**config.mk**
```make
export PLATFORM = sky130hd
export DESIGN_NAME = serial_alu_gen
export DESIGN_NICKNAME = d
export VERILOG_FILES = /design/src/rtl/serial_alu_gen.sv
export SDC_FILE = /design/constraint.sdc
export NUM_CORES = 1
export LEC_CHECK = 0
export ABC_AREA = 0
export BUFFER_PORTS_ARGS = -buffer_cell sky130_fd_sc_hd__buf_2
export CORE_MARGIN = 2
export CORE_UTILIZATION = 50
export CTS_BUF_LIST = sky130_fd_sc_hd__clkbuf_4 sky130_fd_sc_hd__clkbuf_8 sky130_fd_sc_hd__clkbuf_16
export DETAILED_ROUTE_END_ITERATION = 16
export PLACE_DENSITY = 0.77
export SKIP_LAST_GASP = 1
export SLEW_MARGIN = 20
export SYNTH_ARGS = -nofsm -noshare
export SYNTH_HDL_FRONTEND = slang
export SYNTH_SLANG_ARGS = --single-unit
```
**constraint.sdc**
```tcl
create_clock -name clock -period 2.1 [get_ports clock]
set_input_delay 0.105 -clock clock [delete_from_list [all_inputs] [get_ports clock]]
set_output_delay 0.105 -clock clock [all_outputs]
set_load 0.01 [all_outputs]
```
**src/rtl/serial_alu_gen.sv**
```systemverilog
// serial_alu_gen
// Bit-serial adder / comparator. Two operands arrive LSB first on line1/line2,
// one bit per in_valid cycle. The mode sampled on bit 0 of a word selects add
// or compare for the whole word.
//
// Ports:
//   clock      - sole clock, rising edge
//   reset      - synchronous, active-high
//   line1      - operand A serial bit, LSB first
//   line2      - operand B serial bit, LSB first
//   in_valid   - line1/line2 valid this cycle; low stalls the block
//   mode       - 0 = add, 1 = compare (sampled on bit 0 only)
//   outp       - registered serial result bit
//   overflw    - one-cycle pulse on the last bit of an add word that overflowed
//   word_done  - one-cycle pulse when the last bit of a word is consumed
//   cmp_lt/eq/gt - relation from the last completed compare word
//   bit_cnt    - index of the next expected bit
module serial_alu_gen #(
  parameter int WIDTH  = 8,
  parameter bit SIGNED = 1'b0,
  localparam int CW    = (WIDTH > 2) ? $clog2(WIDTH) : 1
) (
  input  logic          clock,
  input  logic          reset,
  input  logic          line1,
  input  logic          line2,
  input  logic          in_valid,
  input  logic          mode,
  output logic          outp,
  output logic          overflw,
  output logic          word_done,
  output logic          cmp_lt,
  output logic          cmp_eq,
  output logic          cmp_gt,
  output logic [CW-1:0] bit_cnt
);

  typedef enum logic [1:0] {S_IDLE, S_ADD, S_CMP} state_t;
  typedef enum logic [1:0] {REL_EQ, REL_LT, REL_GT} rel_t;

  localparam logic [CW-1:0] LAST = CW'(WIDTH - 1);

  state_t state;
  rel_t   relation;
  logic   carry;

  logic first_bit;
  logic is_cmp;
  logic last_bit;
  logic carry_in;
  logic carry_out;
  logic sum_bit;
  rel_t rel_in;
  rel_t rel_next;

  // The FSM only sits in S_IDLE while waiting for bit 0, so the idle state
  // doubles as the "first bit" marker. The word's operation comes from the
  // live mode input on bit 0 and from the latched state afterwards, which
  // makes mid-word mode changes invisible.
  always_comb begin
    first_bit = (state == S_IDLE);
    is_cmp    = first_bit ? mode : (state == S_CMP);
    last_bit  = (bit_cnt == LAST);
    carry_in  = first_bit ? 1'b0 : carry;
    sum_bit   = line1 ^ line2 ^ carry_in;
    carry_out = (line1 & line2) | (line1 & carry_in) | (line2 & carry_in);
    rel_in    = first_bit ? REL_EQ : relation;
    rel_next  = rel_in;
    // Higher bits override lower ones, so the latest differing bit wins.
    if (line1 != line2) begin
      rel_next = line1 ? REL_GT : REL_LT;
    end
    // A differing sign bit flips the sense in two's complement: the operand
    // with the MSB set is the negative (smaller) one.
    if (SIGNED && last_bit && (line1 != line2)) begin
      rel_next = line1 ? REL_LT : REL_GT;
    end
  end

  // Single registered FSM: consumes one bit per valid cycle, produces the
  // result bit and the end-of-word pulses, and returns to S_IDLE after the
  // last bit so the next valid cycle immediately starts a new word.
  always_ff @(posedge clock) begin
    if (reset) begin
      state     <= S_IDLE;
      bit_cnt   <= '0;
      carry     <= 1'b0;
      relation  <= REL_EQ;
      outp      <= 1'b0;
      overflw   <= 1'b0;
      word_done <= 1'b0;
      cmp_lt    <= 1'b0;
      cmp_eq    <= 1'b0;
      cmp_gt    <= 1'b0;
    end else begin
      overflw   <= 1'b0;
      word_done <= 1'b0;
      if (in_valid) begin
        bit_cnt   <= last_bit ? '0 : bit_cnt + 1'b1;
        word_done <= last_bit;
        if (last_bit) begin
          state <= S_IDLE;
        end else begin
          state <= is_cmp ? S_CMP : S_ADD;
        end
        if (!is_cmp) begin
          outp  <= sum_bit;
          carry <= carry_out;
          if (last_bit) begin
            overflw <= SIGNED ? (carry_in ^ carry_out) : carry_out;
          end
        end else begin
          outp     <= ~(line1 ^ line2);
          relation <= rel_next;
          if (last_bit) begin
            cmp_lt <= (rel_next == REL_LT);
            cmp_eq <= (rel_next == REL_EQ);
            cmp_gt <= (rel_next == REL_GT);
          end
        end
      end
    end
  end

endmodule
```
==> results.md <==
- Hold Path Class: input pin to flip-flop
- Layout Nets: 97
- Starting DRT DRC Count: 9
- Synthesized area per cell: 9.34 um2
- Pleak: 0.353 nW
- EDFF count, synth: 0
- Worst setup SP type: flip-flop
- DR vias/cell: 5.68
- CP most frequent cell: ha_1
- VDD IR max: 438 uV
- Clock insertion delay at the later pin of the skew report: 0.28 ns
- WP data arrival: between 1.5 and 2 ns
- # clock sinks: 14
- Mapped Nets: 81
- Final period util: 77.3%
- CTS tree: built
- Hold-fix buffers at CTS: 0
- Initial DRT Pass Iterations: 3
- Seq/Total Area, Yosys: 42.3%
- Root buffer cell: clkbuf_4
- Die ar.: roughly 1600 um2
- DRT antenna net count: 0
- Starting Density: 52.3%
- Status: complete, no violations
- PwrDens: around 730 nW/um2
- H-tree depth reported by CTS: 1
- Synth unique cells: 27
- Slowest cell delay on critical path: 0.51 ns
- Crit path cell chain: ha_1 > ha_1 > nand2_1 > or4_1 > a21oi_1
- Largest net degree at the start of global routing: 17
- RePlAce Congestion: 0.779
- Top-area cell type share of the netlist area: 42.3%
- Port Buffers: 14
- Cell with the most instances after synthesis: dfxtp_1
- Total grt overflow: 0
- Crit-path slowest cell: or4_1
- Die boundary height: 40.4 um
- Synth top cells by count: dfxtp_1 (14), nor2_1 (8), nand2_1 (5)
- Mean routed wirelength per cell: 12.8 um
- Worst path top cell family by delay: simple AND/OR/NAND/NOR gates
- Max cap viols: 0
- DR vias: 574
- CP Capture Type: flip-flop
- Fmax: 0.616 GHz
- DRC Markers: 0
- Synthesis-stage register bit count: 14
- Critical path class: flip-flop to flip-flop
- Synthesized cell area: 663 um2
- Top cells by area, synth: dfxtp_1 (42%), ha_1 (5.7%), mux2i_1 (4.5%)
- Post-synth top area cell: dfxtp_1
- CTS max path bufs: 2
- Worst-Margin Slew: ~0.34 ns
- Max Slew Vio Count: 0
- Most used flip-flop cell after synthesis: dfxtp_1
- Clock buffer count from CTS: 3
- Worst path bufs/invs: 0
- Setup_tns: 0 ns
- Final Hold Viols: 0
- Min cycle time layout: 1.62 ns
- Clock slew at reported path FFs: 0.09 ns
- CTS-repair resized insts: 0
- # setup viols final: 0
- Initial antenna violation count: 0
- Area growth from synthesis to layout: 16.8%
- # Post-CTS Setup Buffers: 0
- Core area: 1270 um2
- FP Rows: 13
- Final WL: 1290 um
- Share of cells above drive strength 1: 22.1%
- Hold_ws: 0.168 ns
- Tot Pwr: 566 uW
- Die W: about 40 um
- Num ports: 15
- Layout Skew: 0.00656 ns
- Share of flip-flops with an asynchronous set or reset: 0%
- CP Data Required Time: 2.32 ns
- GRT Total Usage: 19.6%
- Mapped Cells: between 70 and 80
- Number of synthesis warnings: 0
- Dpl hpwl: 909 um
- Vias in the first global route: 471
- Slew HR: 77.4%
- First-pass GRT wire length: 2040 um
- RSZ-0062 raised after global routing: false
- Diode count: 0
- Largest fanout on the critical path: 7
worst paths after layout:
check	from	to	slack, ns	cells after the start
hold / removal	reset	bit_cnt[1]	0.17	2
setup / recovery	bit_cnt[0]	cmp_eq	0.48	5
setup reg to reg	bit_cnt[0]	cmp_eq	0.48	5
hold reg to reg	cmp_lt	cmp_lt	0.49	2
cells by family (layout without fill, tap and decap cells):
family                     Yosys count  count (layout)  synth area share, %
and+or+nand+nor                     23              23                 16.8
AOI/OAI and AO/OA                   20              20                 23.4
DFF                                 14              14                 42.3
buffers and inverters                7              22                 4.34
adders and majority gates            4               4                 8.68
muxes                                3               3                 4.53
per-stage QoR:
step	setup slack, ns	util, %	std cells	instance area [um2]
6_report	0.477	61.0	101	774
5_1_grt	0.331	61.0	101	774
4_1_cts	0.451	61.0	101	774
3_5_place_dp	0.472	58.2	97	738
3_3_place_gp	0.597	58.2	97	738
2_1_floorplan	0.576	-	71	663
layout by cell type (no fill, tap or decap), types with 3 or more instances in the layout:
cell type	netlist	layout
dfxtp_1	14	14
nor2_1	8	8
a311oi_1	3	3
ha_1	3	3
mux2i_1	3	3
o21ai_0	4	4
buf_2	2	14
a21oi_1	4	4
clkbuf_4	0	3
nand2_1	5	5
inv_1	4	4
sequential cells by signal, indices dropped and copies added (netlist names):
name       flops
cmp_gt         1
cmp_lt         1
relation       2
cmp_eq         1
word_done      1
overflw        1
state          2
bit_cnt        3
carry          1
outp           1
power by group:
part / total, mW / switching (mW) / internal, mW / leakage, nW
clock: 0.195 / 0.0892 / 0.106 / 0.0210
combinational: 0.0814 / 0.0454 / 0.0360 / 0.218
sequential: 0.290 / 0.0116 / 0.278 / 0.114
total: 0.566 / 0.146 / 0.420 / 0.353
area by class of cell:
type | count | area, um2
Fill cell | 122 | 494
Multi-Input combinational cell | 50 | 354
Timing Repair Buffer | 14 | 70.1
Sequential cell | 14 | 280
Inverter | 4 | 15.0
Clock buffer | 4 | 36.3
Tap cell | 15 | 18.8
per-layer routing:
| metal | track usage, % | part of all wire, % | up-vias | wire length, um |
|---|---|---|---|---|
| met5 | 0 | 0 | - | 0 |
| met4 | 2.50 | 0 | 0 | 0 |
| met3 | 10.0 | 6.1 | 0 | 78 |
| met2 | 32.1 | 49 | 14 | 636 |
| met1 | 23.2 | 45 | 268 | 574 |
| li1 | - | - | 292 | - |
(Power assumes the default switching activity.)
